<file path="src/rtl/cva6_rom_pkg.sv">
// cva6_rom_pkg: shared defaults, slot states, port encoding and address check for the ROM arbiter
package cva6_rom_pkg;
  localparam logic [31:0] ROM_BASE_DEF = 32'h0000_0000;
  localparam int ROM_WORDS_DEF = 256;
  typedef enum logic [1:0] {IDLE, PEND, HOLD} slot_state_e;
  typedef enum logic {PORT_I, PORT_D} port_e;
  // 33-bit compare so a window ending at 4 GiB does not wrap
  function automatic logic addr_err(input logic [31:0] addr, input logic [31:0] base, input int words);
    logic [32:0] a;
    logic [32:0] lo;
    logic [32:0] hi;
    a = {1'b0, addr};
    lo = {1'b0, base};
    hi = lo + 33'(4 * words);
    return (addr[1:0] != 2'b00) || (a < lo) || (a >= hi);
  endfunction
endpackage

</file>
<file path="src/rtl/cva6_rom_rsp_slot.sv">
// cva6_rom_rsp_slot: one port's response slot (IDLE/PEND/HOLD) with hold register and error flag
module cva6_rom_rsp_slot
  import cva6_rom_pkg::*;
(
  input  logic        clk,
  input  logic        rst_n,
  input  logic        gnt,
  input  logic        err,
  input  logic        rsp_ready,
  input  logic [31:0] rom_rdata,
  output logic        rsp_valid,
  output logic [31:0] rsp_rdata,
  output logic        rsp_err
);
  slot_state_e state_q, state_d;
  logic        err_q;
  logic [31:0] hold_q;
  always_ff @(posedge clk or negedge rst_n) begin
    if (!rst_n) begin
      state_q <= IDLE;
      err_q   <= 1'b0;
      hold_q  <= '0;
    end else begin
      state_q <= state_d;
      if (gnt) err_q <= err;
      if (state_q == PEND && !rsp_ready) hold_q <= err_q ? '0 : rom_rdata;
    end
  end
  always_comb begin
    state_d   = state_q;
    if (state_q == IDLE) state_d = gnt ? PEND : IDLE;
    else state_d = rsp_ready ? (gnt ? PEND : IDLE) : HOLD;
    rsp_valid = state_q != IDLE;
    rsp_err   = rsp_valid && err_q;
    rsp_rdata = state_q == PEND ? (err_q ? '0 : rom_rdata) : state_q == HOLD ? hold_q : '0;
  end
endmodule

</file>
<file path="src/rtl/cva6_rom_arbiter.sv">
// cva6_rom_arbiter: two-port (I/D) round-robin arbiter onto a single-cycle boot ROM
module cva6_rom_arbiter
  import cva6_rom_pkg::*;
#(
  parameter logic [31:0] ROM_BASE  = ROM_BASE_DEF,
  parameter int          ROM_WORDS = ROM_WORDS_DEF
) (
  input  logic        clk,
  input  logic        rst_n,
  input  logic        i_req_valid,
  output logic        i_req_ready,
  input  logic [31:0] i_req_addr,
  output logic        i_rsp_valid,
  input  logic        i_rsp_ready,
  output logic [31:0] i_rsp_rdata,
  output logic        i_rsp_err,
  input  logic        d_req_valid,
  output logic        d_req_ready,
  input  logic [31:0] d_req_addr,
  input  logic        d_req_we,
  output logic        d_rsp_valid,
  input  logic        d_rsp_ready,
  output logic [31:0] d_rsp_rdata,
  output logic        d_rsp_err,
  output logic [9:0]  rom_addr,
  input  logic [31:0] rom_rdata
);
  port_e       last_q;
  logic [9:0]  rom_addr_q;
  logic        i_ok, d_ok, gnt_i, gnt_d, i_err, d_err, legal;
  logic [31:0] gnt_addr;
  always_comb begin
    i_ok     = rst_n && i_req_valid && (!i_rsp_valid || i_rsp_ready);
    d_ok     = rst_n && d_req_valid && (!d_rsp_valid || d_rsp_ready);
    gnt_i    = i_ok && (!d_ok || last_q == PORT_D);
    gnt_d    = d_ok && !gnt_i;
    i_err    = addr_err(i_req_addr, ROM_BASE, ROM_WORDS);
    d_err    = addr_err(d_req_addr, ROM_BASE, ROM_WORDS) || d_req_we;
    legal    = (gnt_i && !i_err) || (gnt_d && !d_err);
    gnt_addr = gnt_i ? i_req_addr : d_req_addr;
    rom_addr = legal ? 10'((gnt_addr - ROM_BASE) >> 2) : rom_addr_q;
    i_req_ready = gnt_i;
    d_req_ready = gnt_d;
  end
  always_ff @(posedge clk or negedge rst_n) begin
    if (!rst_n) begin
      last_q     <= PORT_D;
      rom_addr_q <= '0;
    end else begin
      rom_addr_q <= rom_addr;
      last_q     <= gnt_i ? PORT_I : gnt_d ? PORT_D : last_q;
    end
  end
  cva6_rom_rsp_slot u_slot_i (
    .clk(clk), .rst_n(rst_n), .gnt(gnt_i), .err(i_err), .rsp_ready(i_rsp_ready),
    .rom_rdata(rom_rdata), .rsp_valid(i_rsp_valid), .rsp_rdata(i_rsp_rdata), .rsp_err(i_rsp_err)
  );
  cva6_rom_rsp_slot u_slot_d (
    .clk(clk), .rst_n(rst_n), .gnt(gnt_d), .err(d_err), .rsp_ready(d_rsp_ready),
    .rom_rdata(rom_rdata), .rsp_valid(d_rsp_valid), .rsp_rdata(d_rsp_rdata), .rsp_err(d_rsp_err)
  );
endmodule

</file>
<file path="config.mk">
export PLATFORM = sky130hd
export DESIGN_NAME = cva6_rom_arbiter
export DESIGN_NICKNAME = d
export VERILOG_FILES = /design/src/rtl/cva6_rom_pkg.sv /design/src/rtl/cva6_rom_rsp_slot.sv /design/src/rtl/cva6_rom_arbiter.sv
export SDC_FILE = /design/constraint.sdc
export NUM_CORES = 1
export LEC_CHECK = 0
export CAP_MARGIN = 20
export CORE_MARGIN = 5
export CORE_UTILIZATION = 38
export DETAILED_ROUTE_END_ITERATION = 8
export PLACE_DENSITY = 0.76
export SYNTH_ARGS = -nofsm -noshare
export SYNTH_HDL_FRONTEND = slang
export SYNTH_SLANG_ARGS = --single-unit
export TNS_END_PERCENT = 20
</file>
<file path="constraint.sdc">
create_clock -name clk -period 3.1 [get_ports clk]
set_clock_uncertainty 0.2 [all_clocks]
set_input_delay 0.93 -clock clk [delete_from_list [all_inputs] [get_ports clk]]
set_output_delay 0.93 -clock clk [all_outputs]
set_load 0.01 [all_outputs]
</file>
# After elaboration in Yosys (flattened, before gate mapping)
# Cells that the tools add are included.
# Widths: inputs -> output; s select.
[word_totals]
ff_bits = 81
inputBits = 103
output_inout_bits = 80
[op_classes]
magnitude_cmp = 2
n_eq_ne = 4
muxes = 16
n_reduce_logical = 34
[ops]
columns = ["cell", "n"]
rows = [
  ["$mux 32", 6],
  ["$ge 32x11->1 const B", 2],
  ["$logic_and 1x1->1", 12],
  ["$mux 12", 1],
  ["$mux 10", 1],
  ["$reduce_bool 2->1", 5],
  ["$logic_not 1->1", 8],
  ["$mux 2", 4],
  ["$logic_or 1x1->1", 7],
  ["$eq 2x1->1 const B", 2],
  ["$eq 2x2->1 const B", 2],
  ["$logic_not 2->1", 2],
  ["$mux 1", 4],
]

# Depth between registers and ports, before layout
[depth]
word_depth = 12
depth_mapped = 5
mapped_depth_nobuf = 5

# By module
# From an unflattened synthesis, not the netlist that was laid out.
[hier_totals]
cells_unflattened = 372
area_unflattened_um2 = 4428.0
[by_module_without_submodules]
columns = ["module", "n_inst", "cells_each", "area_per_inst_um2", "seq_area_each_um2"]
rows = [
  ["cva6_rom_rsp_slot", 2, 154, 1871.8, 875.8],
  ["cva6_rom_arbiter", 1, 64, 684.4, 276.5],
]

# Worst setup path after synthesis
# OpenSTA, ideal clock, no wires.
[synth_timing]
kind = "input -> output"
from = "in d_rsp_ready"
to = "out rom_addr[1]"
arrival_time_ns = 2.258
setup_slack_ns = -0.288
path_stages = 5
path_buffers = 1
path_cell_list = "o21ba_4 o311ai_4 buf_2 mux2_2 mux2_4"
[synth_via]
elab_chain_len = 10
[synth_lines]
columns = ["item", "line", "rtl"]
rows = [
  ["from (decl)", "cva6_rom_arbiter.sv:22", "input logic d_rsp_ready,"],
  ["$logic_or 1x1->1 (*)", "cva6_rom_arbiter.sv:34", "d_ok = rst_n && d_req_valid && (!d_rsp_valid || d_rsp_ready);"],
  ["$logic_and 1x1->1 (*)", "cva6_rom_arbiter.sv:34", ""],
  ["$logic_not 1->1", "cva6_rom_arbiter.sv:35", "gnt_i = i_ok && (!d_ok || last_q == PORT_D);"],
  ["$logic_or 1x1->1", "cva6_rom_arbiter.sv:35", ""],
  ["$logic_and 1x1->1", "cva6_rom_arbiter.sv:35", ""],
  ["$logic_not 1->1", "cva6_rom_arbiter.sv:36", "gnt_d = d_ok && !gnt_i;"],
  ["$logic_and 1x1->1", "cva6_rom_arbiter.sv:36", ""],
  ["$logic_and 1x1->1", "cva6_rom_arbiter.sv:39", "legal = (gnt_i && !i_err) || (gnt_d && !d_err);"],
  ["$logic_or 1x1->1", "cva6_rom_arbiter.sv:39", ""],
  ["$mux 10 (*)", "cva6_rom_arbiter.sv:41", "rom_addr = legal ? 10'((gnt_addr - ROM_BASE) >> 2) : rom_addr_q;"],
  ["to (decl)", "cva6_rom_arbiter.sv:25", "output logic [9:0] rom_addr,"],
]
# Mark *: on every way between the ends. The rest lies on a longest branch, timed or not.

# Worst setup path after layout
[layout_timing]
from = "in d_req_addr[12]"
to = "out rom_addr[7]"
[layout_via]
elab_chain_len = 7
[layout_lines]
columns = ["item", "line", "rtl"]
rows = [
  ["from (decl)", "cva6_rom_arbiter.sv:19", "input logic [31:0] d_req_addr,"],
  ["$ge 32x11->1", "cva6_rom_pkg.sv:15", "return (addr[1:0] != 2'b00) || (a < lo) || (a >= hi);"],
  ["$logic_or 1x1->1", "cva6_rom_pkg.sv:15", ""],
  ["$logic_or 1x1->1", "cva6_rom_arbiter.sv:38", "d_err = addr_err(d_req_addr, ROM_BASE, ROM_WORDS) || d_req_we;"],
  ["$logic_not 1->1", "cva6_rom_arbiter.sv:39", ""],
  ["$logic_and 1x1->1", "cva6_rom_arbiter.sv:39", ""],
  ["$logic_or 1x1->1", "cva6_rom_arbiter.sv:39", ""],
  ["$mux 10", "cva6_rom_arbiter.sv:41", ""],
]
# No other way between the ends.

==> key figures <==
Timing
  • Min Tclk post-route: 3.66 ns
  • Min setup slack post-route: -0.556 ns
  • Worst Tran Pin Value: 0.705 ns
  • Setup violations, final: 11
  • Final Hold Viols: 0
  • Final Slew Violations: 0
  • Share of the cycle needed by the critical path after routing: 1.18
  • Timing-limited maximum frequency: 274 MHz
  • Worst-case headroom to the max-slew limit: 0.530
  • Unrepaired setup endpoints after global routing: yes

Synth
  • Synth top area cells: sky130_fd_sc_hd__dfrtp_1, sky130_fd_sc_hd__a22o_1, sky130_fd_sc_hd__nand2_1
  • Share of Yosys cell area claimed by the top area cell type: 0.479
  • Mapped Avg Cell Area: 9.53 sq um
  • Dominant register cell in the synthesized netlist: sky130_fd_sc_hd__dfrtp_1
  • Multiplexer share of the synthesized area: 0.0527
  • Synthesized Nets: 541
  • Synth Area in Simple Gates: 0.191
  • Number of distinct standard cells referenced by the synthesized netlist: 34
  • Cells after Synth: 438
  • Number of enable-type register cells in the synthesized netlist: 0
  • Area fraction in compound gates after synthesis: 0.234
  • Share of flip-flops with an asynchronous set or reset: 1.00
  • Main combinational cell family by area after synthesis: compound AO/OA/AOI/OAI gates
  • Total of flip-flops plus latches after synthesis: 81
  • Sequential element share of the synthesized area: 0.486
  • Netlist Area Pre-Place: 4180 sq um
  • Area share of xor/xnor cells in the synthesized design: 0
  • Adder-cell area share of the yosys netlist: 0
  • Cell taking the most area after synthesis: sky130_fd_sc_hd__dfrtp_1
  • Most repeated cell in the gate-level netlist after synthesis: sky130_fd_sc_hd__nand2_1
  • Synth top cells by count: sky130_fd_sc_hd__nand2_1, sky130_fd_sc_hd__dfrtp_1, sky130_fd_sc_hd__a22o_1, sky130_fd_sc_hd__o21ai_1, sky130_fd_sc_hd__clkbuf_1
  • Synthesis Warnings: 0

Pwr
  • Leakage dissipation: 3.23 nW
  • Power density of the placed cells: 362 nW/um^2
  • Total power: 2.45 mW
  • IR drop worst, VDD: 0.225 mV

Detailed routing
  • Number of DRC violations after detailed-routing iteration 0: 171
  • Routed len/inst: 18.3 um
  • Via density: 5.25
  • Detailed-route via count: 4188
  • DRT Wirelength: 14.6 mm
  • Drt first pass iters: 4
  • Number of antenna-violating nets in the routed design: 0
  • DRC violation count after routing: 0

Clock network
  • Num CTS Buffers: 9
  • Insertion delay to the later sink of the worst-skew pair: 0.36 ns
  • Clock root buffer: sky130_fd_sc_hd__clkbuf_8
  • Sinks on the clock net: 81
  • Clock buffer depth: 2
  • Worst-path clk slew: 0.08 ns
  • Clock tree from TritonCTS: built
  • Count of hold-fix buffers inserted at cts: 0
  • H-tree lvl count: 3

Place
  • HPWL after detailed placement: 10.1 mm
  • Area after DPL: 6460 sq um
  • GP Congestion: 0.834
  • Number of buffers inserted by port buffering: 182

GRT
  • Number of global-route vias before repair: 4409
  • Maximum number of pins on one net before global-route repair: 65
  • GR Overflow Total: 0
  • Initial antenna violation count: 1
  • Global-route wire length before repair: 23.1 mm
  • All-layer global routing usage: 0.224

Floorplanning
  • CORE AREA: 10800 sq um
  • Initial core utilization: 0.387
  • DIE HEIGHT: 115 um
  • Width of the die: 115 um
  • Standard-cell rows: 38
  • Die Footprint: 13200 sq um
  • Num ports: 183

Critical path
  • Startpoint type of the worst setup path: primary input
  • Worst Path Required: 1.97 ns
  • CP Capture Type: output pin
  • Origin of the critical flop-to-flop path: u_slot_d.state_q[0]
  • Startpoint-to-endpoint class of the critical path: primary input to output pin
  • CP startpoint: d_req_addr[12]
  • Worst Path Arrival: 2.53 ns
  • Maximum fanout count along the critical path: 5

Job
  • Max-Cap Viols: 0

Worst hold path
  • Hold/Removal Path Class: register to register
  • Worst hold start: u_slot_d.hold_q[4]

Final layout
  • Post-route cell area: 6760 sq um
  • Area growth from synthesis to final layout: 61.9%
  • Fraction of layout cells with a size suffix above 1: 0.254
  • Post-layout util: 0.626
  • Post-layout net count: 756

Run status
  • Run status: complete, but fails checks
  • Violated checks: setup timing
==> cells in the final DEF, fill, tap and decap left out, types with 2 or more instances in the layout <==
cell type	n
sky130_fd_sc_hd__bufinv_16	2
sky130_fd_sc_hd__buf_6	25
sky130_fd_sc_hd__nand2b_1	32
sky130_fd_sc_hd__buf_4	49
sky130_fd_sc_hd__clkbuf_8	12
sky130_fd_sc_hd__nor4_4	4
sky130_fd_sc_hd__nor3b_4	2
sky130_fd_sc_hd__dlymetal6s2s_1	2
sky130_fd_sc_hd__buf_2	6
sky130_fd_sc_hd__dlygate4sd2_1	75
sky130_fd_sc_hd__nor2_1	5
sky130_fd_sc_hd__inv_2	2
sky130_fd_sc_hd__nand2_1	97
sky130_fd_sc_hd__nor4_2	6
sky130_fd_sc_hd__a22o_1	64
sky130_fd_sc_hd__clkdlybuf4s50_1	51
sky130_fd_sc_hd__mux2_4	16
sky130_fd_sc_hd__and2_4	4
sky130_fd_sc_hd__clkbuf_2	19
sky130_fd_sc_hd__inv_1	2
sky130_fd_sc_hd__clkdlybuf4s15_1	9
sky130_fd_sc_hd__dfrtp_1	80
sky130_fd_sc_hd__nand4_1	2
sky130_fd_sc_hd__nor2_4	2
sky130_fd_sc_hd__or3b_2	2
sky130_fd_sc_hd__a21oi_1	2
sky130_fd_sc_hd__o21ai_1	64
sky130_fd_sc_hd__buf_12	2
==> where the power goes <==
part           internal, mW  switching (mW)  leakage (nW)
registers              1.10          0.0285          1.10
logic                 0.219           0.196          2.01
clock network         0.517           0.385         0.116
==> cells by family (layout without fill, tap and decap cells) <==
family | count (synthesis) | after routing
other cells | 0 | 1
compound gates | 135 | 135
mux | 17 | 17
flops | 81 | 81
buf+inv | 40 | 258
simple gates | 165 | 166
==> timing repair <==
| item | CTS | global route |
|---|---|---|
| endpoints found under the setup margin | 76 | 17 |
| buffers inserted | 3 | 2 |
| endpoints found under the hold margin | 0 | 0 |
| resized for setup | 245 | 58 |
| cloned | 2 | 0 |
| pin swaps | 25 | 15 |
==> per-stage QoR <==
| step | setup WS, ns | std cells | hold slack, ns | setup TNS, ns |
|---|---|---|---|---|
| after floorplan | -0.213 | 438 | 0.256 | -1.90 |
| after global placement | -1.25 | 775 | 0.266 | -23.92 |
| after detailed placement | -1.29 | 775 | 0.275 | -24.70 |
| after CTS | -0.578 | 795 | 0.293 | -5.47 |
| after global routing | -0.646 | 798 | 0.318 | -6.25 |
| final | -0.556 | 798 | 0.291 | -5.21 |
==> layout make-up <==
type / instances / area [sq um]
Multi-Input combinational cell: 318 / 2210
Antenna cell: 1 / 2.50
Clock inverter: 2 / 60.1
Clock buffer: 13 / 169
Sequential cell: 81 / 2030
Timing Repair Buffer: 238 / 2100
Inverter: 5 / 18.8
Fill cell: 872 / 4040
Tap cell: 140 / 175
==> flip-flops by register name (all words and copies together), names as in the netlist <==
| register | flops |
|---|---|
| u_slot_i.err_q | 1 |
| u_slot_d.state_q | 2 |
| u_slot_d.err_q | 1 |
| rom_addr_q | 10 |
| u_slot_d.hold_q | 32 |
| u_slot_i.hold_q | 32 |
| last_q | 1 |
| u_slot_i.state_q | 2 |
==> final timing paths <==
kind,slack [ns],cells past startpoint,end
min reg2reg,0.29,2,u_slot_d.hold_q[4]
min,0.29,2,u_slot_d.hold_q[4]
max reg2reg,1.01,6,rom_addr_q[7]
max in group asynchronous,1.23,3,u_slot_d.err_q
min in group asynchronous,0.42,2,rom_addr_q[2]
max,-0.56,8,rom_addr[7]
==> routing by layer <==
metal	share of wire	track usage	vias up
met3	0.099	0.0900	18
met4	0.020	0.0649	0
met2	0.50	0.389	164
met5	0	0	-
li1	-	-	1971
met1	0.38	0.255	2035
==> worst max-delay path, stage by stage <==
cell	delay, ns
sky130_fd_sc_hd__buf_6	0.10
sky130_fd_sc_hd__nor4_4	0.28
sky130_fd_sc_hd__nand3_2	0.14
sky130_fd_sc_hd__a2111oi_4	0.33
sky130_fd_sc_hd__buf_4	0.21
sky130_fd_sc_hd__nor2_4	0.08
sky130_fd_sc_hd__mux2_4	0.33
sky130_fd_sc_hd__buf_6	0.12
No activity file was read; power rests on OpenSTA's default activity.
